===== src/rtl/st_channel_skid_adapter.sv =====
// Packetised streaming adapter: filters packets by channel, zero-extends the channel,
// flags SOP-inside-open-packet, and decouples the sink from the source with a 2-entry skid buffer.
//
// state | meaning
// IDLE  | no packet open; next beat must carry SOP
// PASS  | legal packet open; beats forwarded with latched channel
// DROP  | illegal or orphan packet open; beats discarded until EOP
module st_channel_skid_adapter #(
  parameter int DATA_W      = 8,
  parameter int IN_CHAN_W   = 1,
  parameter int OUT_CHAN_W  = 8,
  parameter int MAX_CHANNEL = 255
) (
  input  logic                  clk,
  input  logic                  reset_n,
  input  logic                  in_valid,
  output logic                  in_ready,
  input  logic [DATA_W-1:0]     in_data,
  input  logic [IN_CHAN_W-1:0]  in_channel,
  input  logic                  in_startofpacket,
  input  logic                  in_endofpacket,
  output logic                  out_valid,
  input  logic                  out_ready,
  output logic [DATA_W-1:0]     out_data,
  output logic [OUT_CHAN_W-1:0] out_channel,
  output logic                  out_startofpacket,
  output logic                  out_endofpacket,
  output logic                  out_error,
  output logic [15:0]           drop_count
);

  generate
    if (IN_CHAN_W > OUT_CHAN_W) begin : g_bad_chan_width
      $error("st_channel_skid_adapter: IN_CHAN_W must not exceed OUT_CHAN_W");
    end
  endgenerate

  localparam bit RANGE_CHK = MAX_CHANNEL < (2 ** IN_CHAN_W);

  typedef enum logic [1:0] {IDLE, PASS, DROP} state_t;

  typedef struct packed {
    logic [DATA_W-1:0]     data;
    logic [OUT_CHAN_W-1:0] chan;
    logic                  sop;
    logic                  eop;
    logic                  err;
  } beat_t;

  state_t                state, state_nxt;
  logic [OUT_CHAN_W-1:0] chan_q, chan_nxt, chan_ext;
  beat_t                 head, head_nxt, skid, skid_nxt, beat_new;
  logic                  head_vld, head_vld_nxt, skid_vld, skid_vld_nxt;
  logic                  rdy_q, accept, pop, fwd, drop_inc, chan_ok;

  assign chan_ext = OUT_CHAN_W'(in_channel);
  assign chan_ok  = !RANGE_CHK || (32'(in_channel) <= $unsigned(MAX_CHANNEL));
  assign accept   = in_valid && rdy_q;
  assign pop      = head_vld && out_ready;

  always_comb begin
    state_nxt     = state;
    chan_nxt      = chan_q;
    fwd           = 1'b0;
    drop_inc      = 1'b0;
    beat_new.data = in_data;
    beat_new.chan = in_startofpacket ? chan_ext : chan_q;
    beat_new.sop  = in_startofpacket;
    beat_new.eop  = in_endofpacket;
    beat_new.err  = 1'b0;
    if (accept) begin
      if (in_startofpacket) begin
        if (chan_ok) begin
          fwd          = 1'b1;
          beat_new.err = (state == PASS);
          chan_nxt     = chan_ext;
          state_nxt    = in_endofpacket ? IDLE : PASS;
        end else begin
          drop_inc  = 1'b1;
          state_nxt = in_endofpacket ? IDLE : DROP;
        end
      end else begin
        case (state)
          PASS: begin
            fwd       = 1'b1;
            state_nxt = in_endofpacket ? IDLE : PASS;
          end
          DROP: state_nxt = in_endofpacket ? IDLE : DROP;
          default: begin
            // first beat of an orphan run; the rest of the run is absorbed in DROP
            drop_inc  = 1'b1;
            state_nxt = in_endofpacket ? IDLE : DROP;
          end
        endcase
      end
    end
  end

  // head is the output register; skid only fills while head is stalled
  always_comb begin
    head_nxt     = head;
    head_vld_nxt = head_vld;
    skid_nxt     = skid;
    skid_vld_nxt = skid_vld;
    if (pop) begin
      if (skid_vld) begin
        head_nxt     = skid;
        skid_vld_nxt = 1'b0;
      end else begin
        head_vld_nxt = 1'b0;
      end
    end
    if (fwd) begin
      if (!head_vld_nxt) begin
        head_nxt     = beat_new;
        head_vld_nxt = 1'b1;
      end else begin
        skid_nxt     = beat_new;
        skid_vld_nxt = 1'b1;
      end
    end
  end

  always_ff @(posedge clk or negedge reset_n) begin
    if (!reset_n) begin
      state      <= IDLE;
      chan_q     <= '0;
      head       <= '0;
      skid       <= '0;
      head_vld   <= 1'b0;
      skid_vld   <= 1'b0;
      rdy_q      <= 1'b0;
      drop_count <= '0;
    end else begin
      state    <= state_nxt;
      chan_q   <= chan_nxt;
      head     <= head_nxt;
      skid     <= skid_nxt;
      head_vld <= head_vld_nxt;
      skid_vld <= skid_vld_nxt;
      rdy_q    <= !skid_vld_nxt;
      if (drop_inc && (drop_count != 16'hFFFF))
        drop_count <= drop_count + 16'd1;
    end
  end

  assign in_ready          = rdy_q;
  assign out_valid         = head_vld;
  assign out_data          = head.data;
  assign out_channel       = head.chan;
  assign out_startofpacket = head.sop;
  assign out_endofpacket   = head.eop;
  assign out_error         = head.err;

endmodule


===== config.mk =====
export PLATFORM = sky130hd
export DESIGN_NAME = st_channel_skid_adapter
export DESIGN_NICKNAME = d
export VERILOG_FILES = /design/src/rtl/st_channel_skid_adapter.sv
export SDC_FILE = /design/constraint.sdc
export NUM_CORES = 1
export LEC_CHECK = 0
export CORE_MARGIN = 5
export CORE_UTILIZATION = 52
export DETAILED_ROUTE_END_ITERATION = 16
export PLACE_DENSITY = 0.85
export SYNTH_ARGS = -nofsm -noshare
export SYNTH_HDL_FRONTEND = slang
export SYNTH_SLANG_ARGS = --single-unit

===== constraint.sdc =====
create_clock -name clk -period 2.2 [get_ports clk]
set_input_delay 0.33 -clock clk [delete_from_list [all_inputs] [get_ports clk]]
set_output_delay 0.33 -clock clk [all_outputs]
set_load 0.03 [all_outputs]

* After elaboration in Yosys (flattened, before gate mapping)
Index checks and enable logic that the tools add are counted.
** Operators by class
- $add $sub $neg :: 1
- Eq/ne operators :: 3
- Multiplexer cells :: 23
- Reductions and logical operators :: 6
** Operator list (number)
- $mux 19 :: 4
- $add 16x1->16 const B :: 1
- $ne 16x16->1 const B :: 1
- $mux 1 :: 15
- $mux 8 :: 1
- $mux 2 :: 3
- $logic_and 1x1->1 :: 3
- $eq 2x1->1 const B :: 1
- $eq 2x2->1 const B :: 1
- $reduce_and 2->1 :: 1
- $reduce_or 2->1 :: 1
- $logic_not 1->1 :: 1
** Word-level totals
- Output and inout bits :: 37
- Input bits :: 15
- Bits in registers :: 67
- Word-level logic and storage cells :: 49

* Depth between registers and ports, before layout
Gate-level depths: netlist of run 1.
- Word-level depth :: 6
- Mapped depth :: 8
- Depth with buffers taken out :: 6

* Worst setup path before layout of run 1
Ideal clock, no wire load.
- Kind :: register to register
- From :: reg drop_count[0]
- To :: reg drop_count[10]
- Cell stages (with the launch flop) :: 6
- Setup slack :: 0.358 ns
- Buffers on the path :: 0
- Period minus slack after synthesis :: 1.842 ns
- Data required time :: 2.062 ns
- Library setup time :: 0.138 ns
- Arrival :: 1.704 ns
- Cells stage by stage :: dfrtp_1 ha_1 nand2_1 nor4b_4 or3b_1 xnor2_1
** On the way
- Longest elaborated chain between the ends :: 2
- Elaborated cells between the ends (all ways) :: 3
- Classes of those cells :: add/sub: 1; eq/ne: 1; reduce/logical: 1
** RTL lines
- from (decl) :: line 29 : output logic [15:0] drop_count
- from (signal assigned) :: line 143 : drop_count <= drop_count + 16'd1;
- parallel branches: the longest is 2 deep, another holds $add 16x1->16
Parallel ways; which one is timed is not known.
A chain may end at the register's enable or synchronous reset.

* Worst setup path in the final report of run 1
- From :: reg drop_count[3]
- To :: out drop_count[3]
No word-level cell between the ends.

==> results.toml, run 1 <==
[status]
status = "finished, final reports clean"

[pwr]
power.internal_mw = 3.24
combPwrFrac_pct = 37.3
clock_power_share_pct = 24.9
switching_component_of_the_power_mw = 1.73
static-leakage-power_nw = 1.84
pwr-share-seq_pct = 37.8
p_sw_share_pct = 34.9
irDropWorstVdd_mv = 0.827
pwr_density_cell_nw_per_um2 = 1270

[yosys]
synth_top_area_cell = "sky130_fd_sc_hd__dfrtp_1"
synth_sequential_area_ratio_pct = 55.9
synth_area_leaders = "sky130_fd_sc_hd__dfrtp_1 56%, sky130_fd_sc_hd__mux2_2 6.8%, sky130_fd_sc_hd__o21ai_0 3.8%, sky130_fd_sc_hd__mux2i_1 3.7%, sky130_fd_sc_hd__nand2_1 3.3%"
syn_area_um2 = 3000
muxShareOfSynthArea_pct = 11.4
synth_cell_types = 38
synth_fa_ha_area_share_pct = 1.25
postSynthCellCount = 258
synthesized_net_count = 276
synth-warning-count = 0
synthXorXnorAreaFrac_pct = 4.09
yosys.area.top_type_share_pct = 55.9
synth_simple_gate_area_share_pct = 16.7
synth_seq_cells = 67
synth_top_family_by_area = "simple AND/OR/NAND/NOR gates"
syn-mean-instance-area_um2 = 11.6
synth_compound_gate_area_share_pct = 8.14

[clock_network]
clkSlewWorstSetupHoldPaths_ns = 0.07
htree_num_levels = 3
post-cts-setup-buffers = 0
clockBufferDepth = 2
cts_tree = "yes"
cts_sinks = 67
cts_made_buffers = 9
clock_root_buffer = "sky130_fd_sc_hd__clkbuf_8"
worstSkewPairLatency_ns = 0.34

[final_layout]
sequential_cell_area_um2 = 1680
multi_input_area_um2 = 1250
antenna-diode-count = 0
design.final.nets = 341
synthToLayoutAreaGrowth_pct = 30.5
layoutNonFillerInstCount = 400
n_fill_cell = 387
drive_above_1_share_pct = 16.5

[drt]
drt-vias-per-instance = 5.44
detailedRoute.firstPassIterationCount = 4
routed_wl_um = 6050
drt_iter0_drc = 66
detailroute.via_count = 2175
routed_wire_length_per_instance_um = 15.1
antenna_left = 0
drc_errors = 0

[sta]
layout_min_cycle_time_ns = 1.91
setup_slack_ns = 0.292
hold_viol = 0
timing_max_transition_violations_final = 0
tightest_slew_ns = 0.589
final.hold.worst_slack_ns = 0.478
period_share_pct = 86.7
fmax_mhz = 524
slew_headroom_pct = 60.7
timing.setup.tns_ns = 0
rsz0062_at_grt = "no"
finalClockSkew_ns = 0.00886
setup_viol_count_final = 0

[global_route]
grt_pass1_vias = 2240
track_usage_pct = 18.0
grt_remaining_overflow = 0
wire_length_of_the_first_global_routing_pass_um = 10400
initial_antenna_violation_count = 0
grt_start_max_net_pins = 38

[floorplan]
placement_rows = 27
floorplan.io_pins = 52
initial_utilization_pct = 54.1
die-height_um = 85.9
die-area_um2 = 7380
chipWidth_um = 85.9
standard_cell_core_area_um2 = 5540

[flow_run]
drv.max_cap_violation_count = 0

[placement]
dpl.cell_count = 383
worst_slack_placed_ns = 0.0979
number_of_i_o_port_buffers = 51
gp_routability_congestion = 0.776
hpwl_um = 4140

[min_path]
hold_path_class = "register to register"

[worst_setup_path]
family_of_cells_with_the_greatest_summed_delay_on_the_critical_path = "buffers and inverters"
rrSetupSlack_ns = 0.34
worstSetupEndpointType = "output port"
worst_ep_arrival_time_ns = 1.58
crit_fanout = 7
critical_path_buf_inv_count = 1
critical_path_type = "register to output port"
critPathMaxStageDelay_ns = 0.74
critPathLaunchType = "register"
cp_slowest_cell = "sky130_fd_sc_hd__clkdlybuf4s50_1"
worst_path_required_time_ns = 1.87
crit_chain = "clkdlybuf4s50_1"
-- sequential cells by signal, summed over array words and instances (netlist names) --
| register | flops |
|---|---|
| in_ready | 1 |
| out_valid | 1 |
| out_data | 8 |
| out_startofpacket | 1 |
| skid_vld | 1 |
| chan_q | 8 |
| out_endofpacket | 1 |
| out_error | 1 |
| skid | 19 |
| drop_count | 16 |
| out_channel | 8 |
| state | 2 |
-- power by group through the flow --
stage / sequential, mW / combinational (mW) / clock [mW]
finish: 1.88 / 1.85 / 1.24
global route: 1.93 / 2.01 / 1.30
CTS: 1.88 / 1.88 / 1.25
detailed placement: 1.90 / 1.86 / 0
global placement: 1.88 / 1.82 / 0
floorplan: 2.28 / 0.737 / 0
-- synth_stat cells --
master / instances
sky130_fd_sc_hd__and3_1: 1
sky130_fd_sc_hd__nor3b_1: 1
sky130_fd_sc_hd__nand4_4: 2
sky130_fd_sc_hd__nor4_1: 2
sky130_fd_sc_hd__and2_1: 7
sky130_fd_sc_hd__mux2_2: 18
sky130_fd_sc_hd__nand4_2: 1
sky130_fd_sc_hd__o41ai_4: 1
sky130_fd_sc_hd__buf_6: 2
sky130_fd_sc_hd__nor3_1: 5
sky130_fd_sc_hd__and4b_2: 1
sky130_fd_sc_hd__o211ai_2: 1
sky130_fd_sc_hd__nor4b_4: 1
sky130_fd_sc_hd__or3b_1: 2
sky130_fd_sc_hd__nor4b_1: 1
sky130_fd_sc_hd__mux2i_1: 11
sky130_fd_sc_hd__and4_1: 1
sky130_fd_sc_hd__nand3_1: 10
sky130_fd_sc_hd__o22ai_1: 1
sky130_fd_sc_hd__nand2b_1: 8
sky130_fd_sc_hd__xnor2_1: 3
sky130_fd_sc_hd__a21oi_2: 1
sky130_fd_sc_hd__nand2_1: 26
sky130_fd_sc_hd__xor2_1: 11
sky130_fd_sc_hd__nor2_1: 15
sky130_fd_sc_hd__o21ai_0: 23
sky130_fd_sc_hd__ha_1: 3
sky130_fd_sc_hd__o41ai_1: 1
sky130_fd_sc_hd__nand3b_1: 1
sky130_fd_sc_hd__o21a_1: 1
sky130_fd_sc_hd__dfrtp_1: 67
sky130_fd_sc_hd__mux2_4: 2
sky130_fd_sc_hd__o31ai_1: 1
sky130_fd_sc_hd__buf_2: 1
sky130_fd_sc_hd__inv_1: 7
sky130_fd_sc_hd__a21oi_1: 10
sky130_fd_sc_hd__nand4_1: 3
sky130_fd_sc_hd__clkbuf_1: 5
-- cell families after synthesis --
family                   count (synthesis)
adder cells (fa/ha/maj)                  3
AND/OR/NAND/NOR                         88
multiplexers                            31
XOR/XNOR                                14
flip-flops                              67
AO/OA/AOI/OAI                           40
buffers and inverters                   15
-- area by class of cell --
cell class,instances,area share (%)
sequential,67,42.9
multi-input combinational,176,31.9
timing repair buffer,62,16.1
clock buffer,11,3.62
clock inverter,5,2.56
tap,72,2.30
inverter,7,0.672
-- layer usage --
| layer | vias up | wire length [um] | GRT usage, % |
|---|---|---|---|
| met3 | 16 | 259 | 3.27 |
| met5 | - | 0 | 0 |
| li1 | 1035 | - | - |
| met2 | 49 | 2870 | 28.2 |
| met4 | 0 | 158 | 11.4 |
| met1 | 1075 | 2770 | 23.0 |
-- repair_timing --
item	in CTS	in global routing
hold buffers	1	0
gates resized for setup	0	0
hold endpoints to repair	19	0
-- through the flow --
stage	utilization, %	area, um2	total power [mW]
6_report	70.6	3910	4.97
3_3_place_gp	66.0	3660	3.69
4_1_cts	70.6	3910	5.01
5_1_grt	70.6	3910	5.24
3_5_place_dp	66.0	3660	3.76
2_1_floorplan	-	3000	3.02
-- final timing paths --
kind / start / end / cells after the start
max: drop_count[3] / drop_count[3] / 1
min: state[1] / state[1] / 2
max reg2reg: state[0] / drop_count[10] / 5
min reg2reg: state[1] / state[1] / 2
max in group asynchronous: reset_n / out_data[7] / 3
min in group asynchronous: reset_n / out_channel[3] / 2
-- layout by cell type (no fill, tap or decap), drive strengths merged, types with 2 or more instances in the layout --
cell and count:
a21oi 11, and2 7, buf 11, bufinv 3, clkbuf 11, clkdlybuf4s50 50, clkinv 2, dfrtp 67
ha 3, inv 7, mux2 20, mux2i 11, nand2 26, nand2b 8, nand3 10, nand4 6
nor2 15, nor3 5, nor4 2, nor4b 2, o21ai 23, o41ai 2, or3b 2, xnor2 3
xor2 11
Note: power is estimated with default switching activity, not from simulation.
==> run 2: changes to the inputs <==
Settings changed: CORE_ASPECT_RATIO set to 1.1, CORE_UTILIZATION 52 to 56, PLACE_DENSITY 0.85 to 0.9.
Clock period 2.2 ns to 2.5 ns, I/O delays scaled along.
==> results.toml, run 2 (synthesis results as in run 1) <==
[worst_setup_path]
path_depth = 1
worst_path_required_time_ns = 2.12
crit_start = "drop_count[3]"
crit_chain = "clkdlybuf4s50_1"
critPathLaunchType = "register"
crit_fanout = 7
worst_ep_arrival_time_ns = 1.56
worstRegToRegCells = 6
cp_slowest_cell = "sky130_fd_sc_hd__clkdlybuf4s50_1"
family_of_cells_with_the_greatest_summed_delay_on_the_critical_path = "buffers and inverters"
rrSetupSlack_ns = 0.58
critical_path.reg2reg.endpoint = "drop_count[10]"
crit-reg2reg-launch = "state[1]"
critPathMaxStageDelay_ns = 0.73
critical_path_type = "register to output port"
critical_path_buf_inv_count = 1
endpoint = "drop_count[3]"
worstSetupEndpointType = "output port"

[clock_network]
cts_tree = "yes"
clkSlewWorstSetupHoldPaths_ns = 0.07
htree_num_levels = 3
clockBufferDepth = 2
cts_resized = 0
postCtsHoldBufs = 0
cts_sinks = 67
worstSkewPairLatency_ns = 0.34
post-cts-setup-buffers = 0
cts_made_buffers = 9
clock_root_buffer = "sky130_fd_sc_hd__clkbuf_8"

[global_route]
track_usage_pct = 18.5
grt_remaining_overflow = 0
grt_pass1_vias = 2144
wire_length_of_the_first_global_routing_pass_um = 9890
grt_start_max_net_pins = 68
initial_antenna_violation_count = 0

[floorplan]
initial_utilization_pct = 56.6
die-height_um = 86.7
standard_cell_core_area_um2 = 5290
die-area_um2 = 6920
chipWidth_um = 79.7
floorplan.io_pins = 52
placement_rows = 28

[final_layout]
top_register = "skid"
n_fill_cell = 381
finalCoreUtilization_pct = 71.5
layout.cells.most_common = "sky130_fd_sc_hd__dfrtp_1"
largest_register_ffs = 19
reg_top3 = "skid (19), drop_count (16)"
sequential_cell_area_um2 = 1680
antenna-diode-count = 0
synthToLayoutAreaGrowth_pct = 26.1
finish.instance_area_um2 = 3780
layout_common_cells = "67 x sky130_fd_sc_hd__dfrtp_1, 50 x sky130_fd_sc_hd__clkdlybuf4s50_1, 26 x sky130_fd_sc_hd__nand2_1"
design.final.nets = 335
drive_above_1_share_pct = 15.5
multi_input_area_um2 = 1250

[placement]
number_of_i_o_port_buffers = 51
gp_routability_congestion = 0.822
hpwl_um = 4010
placedInstanceArea_um2 = 3590

[pwr]
static-leakage-power_nw = 1.78
p_sw_share_pct = 36.6
power.internal_mw = 2.61
pwr_density_cell_nw_per_um2 = 1090
switching_component_of_the_power_mw = 1.51
pwr-share-seq_pct = 39.9
fin_total_pwr_mw = 4.12
irDropWorstVdd_mv = 0.753
clock_power_share_pct = 21.1
combPwrFrac_pct = 39.0

[drt]
drt-vias-per-instance = 5.33
detailroute.via_count = 2115
drc_errors = 0
met2_length_um = 2920
wl_met1_um = 2480
detailedRoute.firstPassIterationCount = 4
routed_wire_length_per_instance_um = 14.6
drt_iter0_drc = 85
routed_wl_um = 5790
antenna_left = 0
wl_met3_um = 247
maxUsedRoutingLayer = "met4"

[sta]
hold_viol = 0
timing.setup.tns_ns = 0
tightest_slew_ns = 0.818
timing_max_transition_violations_final = 0
period_share_pct = 77.4
finalClockSkew_ns = 0.00637
rsz0062_at_grt = "no"
fmax_mhz = 517
layout_min_cycle_time_ns = 1.94
setup_viol_count_final = 0
slew_headroom_pct = 45.5

[status]
status = "finished, final reports clean"

[min_path]
hold_path_class = "primary input to asynchronous set/reset pin"

[flow_run]
drv.max_cap_violation_count = 0
==> run 2: changes by cell type in the layout (fill, tap and decap cells not counted), sizes merged <==
cell | before | now
buf | 11 | 6
bufinv | 3 | 1
clkbuf | 11 | 10
clkinv | 2 | 5
dlygate4sd3 | 1 | 0
==> run 2: through the flow <==
| step | setup slack, ns | std cells | hold slack [ns] |
|---|---|---|---|
| after floorplan | 0.658 | 258 | 0.0794 |
| after global routing | 0.456 | 397 | 0.285 |
| after global placement | 0.382 | 381 | 0.457 |
| after CTS | 0.536 | 397 | 0.237 |
| after detailed placement | 0.313 | 381 | 0.471 |
| final | 0.564 | 397 | 0.224 |
==> run 2: worst min-delay path by stage <==
stage	end	slack (ns)
CTS	out_data[6]	0.24
finish	out_data[6]	0.22
global placement	skid[4]	0.46
floorplan	chan_q[0]	0.08
detailed placement	skid[10]	0.47
global route	out_data[6]	0.29
==> run 2: final cells by class <==
class	count	area share, %
clock buffer	10	3.64
clock inverter	6	1.46
inverter	7	0.695
multi-input combinational	176	33.0
sequential	67	44.4
tap	75	2.48
timing repair buffer	56	14.4
==> run 2: power groups by stage <==
stage | logic, mW | registers [mW] | clock network, mW
6_report | 1.61 | 1.64 | 0.868
5_1_grt | 1.75 | 1.69 | 0.935
4_1_cts | 1.62 | 1.65 | 0.886
3_5_place_dp | 1.62 | 1.66 | 0
3_3_place_gp | 1.55 | 1.65 | 0
2_1_floorplan | 0.648 | 2.01 | 0
==> run 2: metal layers <==
metal,track usage (%),vias to the layer above
met4,9.83,0
met2,30.1,56
met5,0,-
met3,3.12,13
met1,23.6,1031
li1,-,1015
==> run 3: changes to the inputs <==
Settings changed: CORE_UTILIZATION 56 to 47, PLACE_DENSITY 0.9 to 0.81.
Clock period 2.5 ns to 1.61 ns, I/O delays scaled along.
==> results.toml, run 3 (synthesis results as in run 1) <==
[status]
status = "complete, but fails checks"
violations = "setup timing"

[sta]
finalClockSkew_ns = 0.0114
hold_viol = 0
timing_max_transition_violations_final = 0
setup_viol_count_final = 23
rsz0062_at_grt = "yes"
tightest_slew_ns = 0.617
final.hold.worst_slack_ns = 0.378
fmax_mhz = 553
layout_min_cycle_time_ns = 1.81
slew_headroom_pct = 58.7
setup_slack_ns = -0.198
period_share_pct = 112
timing.setup.tns_ns = -2.61

[clock_network]
cts_made_buffers = 9
cts_tree = "yes"
htree_num_levels = 3
cts_sinks = 67
clockBufferDepth = 2
clock_root_buffer = "sky130_fd_sc_hd__clkbuf_8"
worstSkewPairLatency_ns = 0.35
clkSlewWorstSetupHoldPaths_ns = 0.08

[pwr]
power.internal_mw = 4.24
p_sw_share_pct = 37.3
irDropWorstVdd_mv = 1.17
clock_power_share_pct = 23.3
pwr-share-seq_pct = 37.3
pwr_density_cell_nw_per_um2 = 1600
combPwrFrac_pct = 39.4
switching_component_of_the_power_mw = 2.52
static-leakage-power_nw = 2.11

[worst_setup_path]
crit_fanout = 3
crit_chain = "ha_1, and4b_2, nor4b_4, buf_4, nor4b_4, xor2_1"
critical_path_buf_inv_count = 1
family_of_cells_with_the_greatest_summed_delay_on_the_critical_path = "simple AND/OR/NAND/NOR gates"
worstSetupEndpointType = "register"
critical_path_type = "register to register"
critPathMaxStageDelay_ns = 0.41
cp_slowest_cell = "sky130_fd_sc_hd__dfrtp_1"
critPathLaunchType = "register"
critical_path.most_common_cell = "sky130_fd_sc_hd__nor4b_4"
worst_ep_arrival_time_ns = 2.07
worst_path_required_time_ns = 1.87

[placement]
number_of_i_o_port_buffers = 51
dpl.cell_count = 423
gp_routability_congestion = 0.822
worst_slack_placed_ns = -0.381
hpwl_um = 4650

[floorplan]
placement_rows = 30
standard_cell_core_area_um2 = 6190
initial_utilization_pct = 48.4
die-height_um = 93.7
die-area_um2 = 8070
chipWidth_um = 86.1
floorplan.io_pins = 52

[final_layout]
antenna-diode-count = 0
drive_above_1_share_pct = 29.6
largest_register_ffs = 19
finalCoreUtilization_pct = 68.4
layout.cells.most_common = "sky130_fd_sc_hd__dfrtp_1"
design.final.nets = 374
reg_top3 = "skid (19), drop_count (16)"
layoutNonFillerInstCount = 441
synthToLayoutAreaGrowth_pct = 41.5
top_register = "skid"
layout_common_cells = "57 x sky130_fd_sc_hd__dfrtp_1, 37 x sky130_fd_sc_hd__dlygate4sd2_1, 36 x sky130_fd_sc_hd__buf_4"

[global_route]
track_usage_pct = 17.8
wire_length_of_the_first_global_routing_pass_um = 11100
grt_start_max_net_pins = 38
grt_remaining_overflow = 0
initial_antenna_violation_count = 0
grt_pass1_vias = 2336

[drt]
routed_wl_um = 6620
drt_iter0_drc = 64
detailroute.via_count = 2289
drt-vias-per-instance = 5.19
detailedRoute.firstPassIterationCount = 4
drc_errors = 0
antenna_left = 0
routed_wire_length_per_instance_um = 15.0

[flow_run]
drv.max_cap_violation_count = 0

[min_path]
hold_path_class = "primary input to asynchronous set/reset pin"
==> run 3: cell types whose count changed in the layout (fill, tap and decap cells not counted), moves of 2 or more <==
cell                              delta
sky130_fd_sc_hd__nor4_2              +2
sky130_fd_sc_hd__clkdlybuf4s50_1    -37
sky130_fd_sc_hd__dfrtp_2            +10
sky130_fd_sc_hd__buf_4              +31
sky130_fd_sc_hd__clkinv_2            -5
sky130_fd_sc_hd__clkinvlp_4          +3
sky130_fd_sc_hd__nor3_2              +3
sky130_fd_sc_hd__dlygate4sd2_1      +37
sky130_fd_sc_hd__nor3_1              -3
sky130_fd_sc_hd__dfrtp_1            -10
sky130_fd_sc_hd__nor4_1              -2
sky130_fd_sc_hd__buf_12              +6
==> run 3: layout make-up <==
cell class | count | area, um2
multi-input combinational | 176 | 1330
tap | 80 | 100
clock inverter | 7 | 100
fill | 463 | 1950
clock buffer | 9 | 124
inverter | 7 | 26.3
sequential | 67 | 1690
timing repair buffer | 95 | 871
==> run 3: per-stage QoR <==
step | power (mW) | area, um2
floorplan | 4.18 | 3050
global placement | 5.33 | 4000
detailed placement | 5.43 | 4000
CTS | 6.81 | 4200
global route | 7.17 | 4240
finish | 6.77 | 4240
==> run 3: what timing repair did <==
item / 4_1_cts / 5_1_grt
endpoints found under the hold margin: 17 / 0
gates resized for setup: 40 / 6
setup buffers: 0 / 1
setup endpoints to repair: 65 / 50
pin swaps: 4 / 4
hold buffers: 1 / 0
==> run 3: power by group through the flow <==
| stage | Combinational, mW | Sequential (mW) | Clock, mW |
|---|---|---|---|
| floorplan | 1.03 | 3.15 | 0 |
| global placement | 2.79 | 2.54 | 0 |
| detailed placement | 2.88 | 2.56 | 0 |
| CTS | 2.69 | 2.52 | 1.60 |
| global route | 2.89 | 2.59 | 1.69 |
| finish | 2.67 | 2.52 | 1.58 |
==> run 3: final timing paths <==
kind | cells after the start | from | end | slack, ns
worst max-delay path | 6 | state[0] | drop_count[14] | -0.20
worst min-delay path | 2 | reset_n | chan_q[5] | 0.38
worst max register to register | 6 | state[0] | drop_count[14] | -0.20
worst min register to register | 2 | skid[3] | skid[3] | 0.48
max in group asynchronous | 3 | reset_n | out_data[5] | 0.71
min in group clk | 3 | in_data[2] | out_data[2] | 0.48
==> run 3: layer usage <==
| layer | track usage [%] | routed length [um] |
|---|---|---|
| met2 | 28.1 | 3290 |
| met4 | 8.18 | 153 |
| met1 | 22.8 | 2890 |
| met3 | 4.39 | 288 |
| met5 | 0 | 0 |
